`config.mk`:
```
export PLATFORM = sky130hd
export DESIGN_NAME = cpu_host_driver_flat
export DESIGN_NICKNAME = d
export VERILOG_FILES = /design/src/rtl/cpu_host_driver_pkg.sv /design/src/rtl/cpu_host_driver_if.sv /design/src/rtl/cpu_host_driver_phase_timer.sv /design/src/rtl/cpu_host_driver.sv /design/src/flat_wrapper.sv
export SDC_FILE = /design/constraint.sdc
export NUM_CORES = 1
export LEC_CHECK = 0
export CAP_MARGIN = 20
export CORE_ASPECT_RATIO = 2
export CORE_MARGIN = 3
export CORE_UTILIZATION = 25
export DETAILED_ROUTE_END_ITERATION = 8
export GPL_TIMING_DRIVEN = 0
export PLACE_DENSITY = 0.55
export SLEW_MARGIN = 20
export SYNTH_ARGS = -nofsm -noshare
export SYNTH_HDL_FRONTEND = slang
export SYNTH_HIERARCHICAL = 1
export SYNTH_SLANG_ARGS = --single-unit
```
`constraint.sdc`:
```
create_clock -name clk -period 2 [get_ports clk]
set_input_delay 0.3 -clock clk [delete_from_list [all_inputs] [get_ports clk]]
set_output_delay 0.3 -clock clk [all_outputs]
set_load 0.005 [all_outputs]
```
`src/rtl/cpu_host_driver_pkg.sv`:
```
// cpu_host_pkg: shared types and constants for the picoMIPS host driver.
//   host_state_t : driver FSM states, in phase order
//   HOST_SETTLE  : default cycles each switch phase is held
//   HOST_RUN     : default cycles the core is given to compute
//   HOST_READ    : cycles per display read window (covers the core's registered mux)
//   host_cnt_w() : phase counter width able to hold every phase length
package cpu_host_pkg;

  typedef enum logic [3:0] {
    S_IDLE,
    S_LOAD_X,
    S_REL_X,
    S_LOAD_Y,
    S_REL_Y,
    S_RUN,
    S_READ_X,
    S_READ_Y,
    S_OUT
  } host_state_t;

  localparam int HOST_SETTLE = 4;
  localparam int HOST_RUN    = 32;
  localparam int HOST_READ   = 2;

  // The read window is also loaded into the counter, so it takes part in the
  // width; with SETTLE=RUN=1 a width of 1 would otherwise wrap the value 2.
  function automatic int host_cnt_w(input int settle, input int run);
    int m;
    m = settle;
    if (run > m) m = run;
    if (HOST_READ > m) m = HOST_READ;
    return $clog2(m + 1);
  endfunction

endpackage

```
`src/rtl/cpu_host_driver_if.sv`:
```
// cpu_host_driver_if: host-side streams of the picoMIPS host driver.
//   in_valid/in_ready/in_x/in_y     : operand pair stream (host -> driver)
//   out_valid/out_ready/out_x/out_y : result pair stream (driver -> host)
//   master : host / test side
//   slave  : the driver
interface cpu_host_driver_if #(
  parameter int n = 8
);
  logic         in_valid;
  logic         in_ready;
  logic [n-1:0] in_x;
  logic [n-1:0] in_y;
  logic         out_valid;
  logic         out_ready;
  logic [n-1:0] out_x;
  logic [n-1:0] out_y;

  modport master (
    output in_valid, in_x, in_y, out_ready,
    input  in_ready, out_valid, out_x, out_y
  );

  modport slave (
    input  in_valid, in_x, in_y, out_ready,
    output in_ready, out_valid, out_x, out_y
  );
endinterface

```
`src/rtl/cpu_host_driver_phase_timer.sv`:
```
// phase_timer: loadable down-counter timing one FSM phase.
//   clk      : clock, rising edge
//   reset    : asynchronous, active-low
//   load     : load load_val (has priority over counting)
//   load_val : phase length in cycles
//   done     : high during the last cycle of the phase (count == 1)
// The count stops at 0 and never wraps.
module phase_timer #(
  parameter int W = 4
) (
  input  logic         clk,
  input  logic         reset,
  input  logic         load,
  input  logic [W-1:0] load_val,
  output logic         done
);

  logic [W-1:0] cnt;

  always_ff @(posedge clk or negedge reset) begin
    if (!reset) begin
      cnt <= '0;
    end else if (load) begin
      cnt <= load_val;
    end else if (cnt != '0) begin
      cnt <= cnt - 1'b1;
    end
  end

  assign done = (cnt == W'(1));

endmodule

```
`src/rtl/cpu_host_driver.sv`:
```
// cpu_host_driver: drives an (X1, Y1) pair into the picoMIPS core through its
// sws/sw8 switch handshake, waits RUN cycles, then reads x2 (sw8=0) and
// y2 (sw8=1) from the core's display and returns them as a result pair.
//   clk     : clock, rising edge
//   reset   : asynchronous, active-low
//   host    : operand/result streams (slave modport)
//   sws     : registered switch value to the core
//   sw8     : registered handshake switch to the core
//   display : core display output
//   busy    : high in every state except idle
module cpu_host_driver
  import cpu_host_pkg::*;
#(
  parameter int n      = 8,
  parameter int SETTLE = HOST_SETTLE,
  parameter int RUN    = HOST_RUN
) (
  input  logic           clk,
  input  logic           reset,
  cpu_host_driver_if.slave host,
  output logic [n-1:0]   sws,
  output logic           sw8,
  input  logic [n-1:0]   display,
  output logic           busy
);

  localparam int CNT_W = host_cnt_w(SETTLE, RUN);

  host_state_t      state;
  logic [n-1:0]     x_q;
  logic [n-1:0]     y_q;
  logic             tmr_load;
  logic             tmr_done;
  logic [CNT_W-1:0] tmr_val;

  // Counter reload on every state change, with the length of the state being
  // entered. Idle and OUT are not timed, so they load 0.
  always_comb begin
    tmr_load = tmr_done;
    tmr_val  = '0;
    case (state)
      S_IDLE: begin
        tmr_load = host.in_valid;
        tmr_val  = CNT_W'(SETTLE);
      end
      S_LOAD_X, S_REL_X, S_LOAD_Y: tmr_val = CNT_W'(SETTLE);
      S_REL_Y:                     tmr_val = CNT_W'(RUN);
      S_RUN, S_READ_X:             tmr_val = CNT_W'(HOST_READ);
      S_READ_Y:                    tmr_val = '0;
      S_OUT:                       tmr_load = host.out_ready;
      default:                     tmr_load = 1'b0;
    endcase
  end

  phase_timer #(.W(CNT_W)) u_timer (
    .clk      (clk),
    .reset    (reset),
    .load     (tmr_load),
    .load_val (tmr_val),
    .done     (tmr_done)
  );

  // sws/sw8 are assigned on the transition into each state so their
  // registered values always match the state being occupied.
  always_ff @(posedge clk or negedge reset) begin
    if (!reset) begin
      state          <= S_IDLE;
      x_q            <= '0;
      y_q            <= '0;
      sws            <= '0;
      sw8            <= 1'b0;
      host.out_valid <= 1'b0;
      host.out_x     <= '0;
      host.out_y     <= '0;
    end else begin
      case (state)
        S_IDLE: if (host.in_valid) begin
          x_q   <= host.in_x;
          y_q   <= host.in_y;
          sws   <= host.in_x;
          sw8   <= 1'b0;
          state <= S_LOAD_X;
        end
        S_LOAD_X: if (tmr_done) begin
          sws   <= x_q;
          sw8   <= 1'b1;
          state <= S_REL_X;
        end
        S_REL_X: if (tmr_done) begin
          sws   <= y_q;
          state <= S_LOAD_Y;
        end
        S_LOAD_Y: if (tmr_done) begin
          sw8   <= 1'b0;
          state <= S_REL_Y;
        end
        S_REL_Y: if (tmr_done) begin
          state <= S_RUN;
        end
        S_RUN: if (tmr_done) begin
          state <= S_READ_X;
        end
        // display is registered in the core, so it reflects sw8 only on the
        // second cycle of each window; capture on that window's last edge.
        S_READ_X: if (tmr_done) begin
          host.out_x <= display;
          sw8        <= 1'b1;
          state      <= S_READ_Y;
        end
        S_READ_Y: if (tmr_done) begin
          host.out_y     <= display;
          sw8            <= 1'b0;
          sws            <= '0;
          host.out_valid <= 1'b1;
          state          <= S_OUT;
        end
        S_OUT: if (host.out_ready) begin
          host.out_valid <= 1'b0;
          state          <= S_IDLE;
        end
        default: state <= S_IDLE;
      endcase
    end
  end

  assign host.in_ready = (state == S_IDLE);
  assign busy          = (state != S_IDLE);

endmodule

```
`src/flat_wrapper.sv`:
```
// flat-port wrapper written by rule: the top's interface ports become plain ports
module cpu_host_driver_flat import cpu_host_pkg::*;
#(
  parameter int n      = 8,
  parameter int SETTLE = HOST_SETTLE,
  parameter int RUN    = HOST_RUN
)
  (clk, reset, sws, sw8, display, busy, host_in_valid, host_in_x, host_in_y, host_out_ready, host_in_ready, host_out_valid, host_out_x, host_out_y);
  cpu_host_driver_if #(.n(n)) host_i ();
  input  logic clk;
  input  logic reset;
  output logic [n-1:0] sws;
  output logic sw8;
  input  logic [n-1:0] display;
  output logic busy;
  input wire logic [$bits(host_i.in_valid)-1:0] host_in_valid;
  input wire logic [$bits(host_i.in_x)-1:0] host_in_x;
  input wire logic [$bits(host_i.in_y)-1:0] host_in_y;
  input wire logic [$bits(host_i.out_ready)-1:0] host_out_ready;
  output wire logic [$bits(host_i.in_ready)-1:0] host_in_ready;
  output wire logic [$bits(host_i.out_valid)-1:0] host_out_valid;
  output wire logic [$bits(host_i.out_x)-1:0] host_out_x;
  output wire logic [$bits(host_i.out_y)-1:0] host_out_y;
  assign host_i.in_valid = host_in_valid;
  assign host_i.in_x = host_in_x;
  assign host_i.in_y = host_in_y;
  assign host_i.out_ready = host_out_ready;
  assign host_in_ready = host_i.in_ready;
  assign host_out_valid = host_i.out_valid;
  assign host_out_x = host_i.out_x;
  assign host_out_y = host_i.out_y;
  cpu_host_driver #(.n(n), .SETTLE(SETTLE), .RUN(RUN)) u_core (.clk(clk), .reset(reset), .host(host_i), .sws(sws), .sw8(sw8), .display(display), .busy(busy));
endmodule
```
==> reports/metrics.yaml <==
status: "finished with violations"
violations: "setup timing"
io_pins: 56
synth_cells: 242
die-area_um2: 12220
start_util: 0.2574
seq_power_share: 0.314
slew_headroom: 0.5424
core_um2: 10540
io_buffers: 55
netlist_area_um2: 2714
pre_cts_ws_ns: -0.4560
drive_gt1_frac: 0.3000
htreeDepth: 2
power_frac_clock: 0.187
worstPathMaxFanout: 5
grt_max_degree: 53
grt_usage: 0.1318
yosysWarningCount: 6
synth.distinct_cells: 49
clock_skew_ns: 0.005489
path_clk_slew_ns: 0.07
drv_cap: 0
combPwrFrac: 0.499
clk_latency_ns: 0.29
crit_path_frequent_cell: "or3_4"
cp.required_ns: 2.18
irDropWorstVdd_uv: 428.6
antenna_cells: 0
seq_area_frac_synth: 0.4795
period_minus_slack_ns: 2.093
overflow: 0
min_path_type: "input pin to asynchronous set/reset pin"
area_growth_pct: 48.92
grt_pass1_wl_mm: 12.36
synth-seq-cells: 52
synth_top_cell_by_area: "dfrtp_1"
drt_iter0_drc: 79
die_x_um: 79.67
cp_slowest_cell: "or3_4"
cts_buffers: 5
antenna_found_initial: 0
first_pass_iters: 4
switchingPower_mw: 1.765
maxSlewViolCount: 0
period_share: 1.046
critPathKind: "flop to flop"
p_leak_nw: 1.721
power.density_nw_per_um2: 1286
cts-root-buf: "clkbuf_16"
timing.critical_path.buf_inv: 1
grt_pass1_vias: 2371
setup_viol: 24
fin_nets: 359
vias: 2175
viasPerCell: 4.657
antenna_left: 0
final_util: 0.3833
synth_edf_count: 0
cp-start-kind: "flop"
yosysTopAreaCellShare: 0.4795
cp.arrival_ns: 2.27
critPathMaxStageDelay_ns: 0.42
avgSynthCellArea_um2: 11.21
switching_share: 0.3398
rows: 53
max_freq_mhz: 477.9
holdBufCountCts: 0
cts_sinks: 52
worstPathCellList: "or3_4 > nor3b_4 > nand2_2 > or3_4 > buf_8 > mux2_4"
dp_hpwl_mm: 5.146
p_total_mw: 5.195
critical_path.top_delay_family: "simple AND/OR/NAND/NOR gates"
internal_power_mw: 3.430
synth_flop_cell: "dfrtp_1"
cts_tree: "built"
async_flop_share: 1.000
drc_errors: 0
setup_ws_ns: -0.09264
fp.dieH_um: 153.3
wirelength_mm: 7.705
tightest_slew_ns: 0.6864
gp_congestion: 0.7977
avgRoutedWirePerCell_um: 16.50
end_kind: "flop"
ys_top_cells_by_area: "dfrtp_1, mux2_2, mux2_1, nand3b_1, mux2i_1"
clock_path_buffers: 2
hold_violations: 0
rsz0062_at_grt: "yes"
[final cells by class]
| class | count | area, um2 |
|---|---|---|
| Buffer | 15 | 130.1 |
| Tap cell | 137 | 171.4 |
| Multi-Input combinational cell | 160 | 1431 |
| Sequential cell | 52 | 1301 |
| Clock buffer | 6 | 128.9 |
| Inverter | 16 | 67.56 |
| Fill cell | 1019 | 6502 |
| Timing Repair Buffer | 79 | 775.7 |
| Clock inverter | 2 | 35.03 |
[synth_stat cells (all sizes together), types with 3 or more instances]
| master | n |
|---|---|
| xnor2 | 3 |
| or3 | 3 |
| mux2 | 33 |
| nor2 | 7 |
| nand2b | 4 |
| a21oi | 11 |
| inv | 16 |
| o31ai | 3 |
| o21ai | 3 |
| a21boi | 4 |
| nand3 | 4 |
| mux2i | 8 |
| and2 | 8 |
| nand2 | 9 |
| buf | 9 |
| clkbuf | 7 |
| nand3b | 16 |
| a221oi | 9 |
| nor3 | 6 |
| dfrtp | 52 |
[timing repair]
item / in CTS / in global routing
resized for setup: 42 / 28
setup endpoints to repair: 35 / 34
endpoints found under the hold margin: 0 / 0
cloned: 2 / 0
pin swaps: 4 / 12
setup buffers: 14 / 8
[cell usage in the layout (no fill, tap or decap), drive strengths merged, types with 2 or more instances in the layout]
master | synthesis | final
mux2 | 33 | 33
clkbuf | 7 | 12
nor2b | 2 | 2
o31ai | 3 | 3
nor3 | 6 | 6
nand2 | 9 | 9
a21boi | 4 | 4
clkdlybuf4s50 | 0 | 52
and2 | 8 | 8
o21a | 2 | 2
nor3b | 2 | 2
or3 | 3 | 3
nand3b | 16 | 16
xor2 | 2 | 2
nand2b | 4 | 4
nand3 | 4 | 4
a221oi | 9 | 9
ha | 2 | 2
nor2 | 7 | 7
a21oi | 11 | 11
dfrtp | 52 | 52
conb | 1 | 3
a211oi | 2 | 2
buf | 9 | 34
o21ai | 3 | 3
xnor2 | 3 | 3
inv | 16 | 16
mux2i | 8 | 8
[worst register-to-register path, delay by kind of cell, from the launching register on]
| family | cells | cell delay (ns) |
|---|---|---|
| buffers and inverters | 1 | 0.15 |
| DFF | 1 | 0.38 |
| muxes | 1 | 0.30 |
| and+or+nand+nor | 4 | 1.15 |
[per-layer routing]
| layer | up-vias | global-route usage | routed length [um] |
|---|---|---|---|
| li1 | 1035 | - | - |
| met3 | 15 | 0.01415 | 180 |
| met5 | - | 0 | 0 |
| met2 | 43 | 0.2493 | 4476 |
| met1 | 1082 | 0.1376 | 2792 |
| met4 | 0 | 0.06557 | 254 |
[flip-flops by register name, indices dropped and copies added, names as in the netlist]
name                   count
u_core/host.out_valid      1
u_core/sw8                 1
u_core/sws                 8
u_core/host.out_x          8
u_core/y_q                 8
u_core/host.out_y          8
u_core/state               4
u_core/u_timer/cnt         6
u_core/x_q                 8
[path summary, 6_finish.rpt]
check	startpoint	end	slack [ns]	depth (start not counted)
worst max-delay path	u_core/u_timer/cnt[4]	u_core/host.out_y[6]	-0.09	6
worst min-delay path	reset	u_core/sws[1]	0.03	1
worst max register to register	u_core/u_timer/cnt[4]	u_core/host.out_y[6]	-0.09	6
worst min register to register	u_core/x_q[1]	u_core/x_q[1]	0.49	1
max in group asynchronous	reset	u_core/x_q[0]	1.49	1
min in group clk	u_core/x_q[1]	u_core/x_q[1]	0.49	1
[stage by stage]
stage | hold slack, ns | cell area, um2 | TNS [ns] | instances
detailed placement | 0.3879 | 3462 | -9.494 | 436
floorplan | 0.004409 | 2743 | -0.7024 | 244
CTS | 0.06726 | 3900 | -1.304 | 459
global placement | 0.4744 | 3465 | -60.11 | 436
finish | 0.02807 | 4041 | -1.064 | 467
global route | 0.09523 | 4041 | -3.284 | 467
[kinds of logic (layout without fill, tap and decap cells)]
logic type               after synthesis  in the layout  synth area share
multiplexers                          41             41            0.1664
AO/OA/AOI/OAI                         43             43            0.1222
other                                  1              3          0.001382
buffers and inverters                 32            118           0.05256
adder cells (fa/ha/maj)                2              2          0.009219
flip-flops                            52             52            0.4795
AND/OR/NAND/NOR                       66             66            0.1526
XOR/XNOR                               5              5           0.01614
[power by group through the flow]
stage | Sequential (mW) | Combinational, mW | Clock [mW]
2_1_floorplan | 1.62 | 1.41 | 0
3_3_place_gp | 1.65 | 2.06 | 0
3_5_place_dp | 1.67 | 2.10 | 0
4_1_cts | 1.64 | 2.36 | 1.01
5_1_grt | 1.68 | 2.82 | 1.04
6_report | 1.63 | 2.59 | 0.969
(Power assumes the default switching activity.)
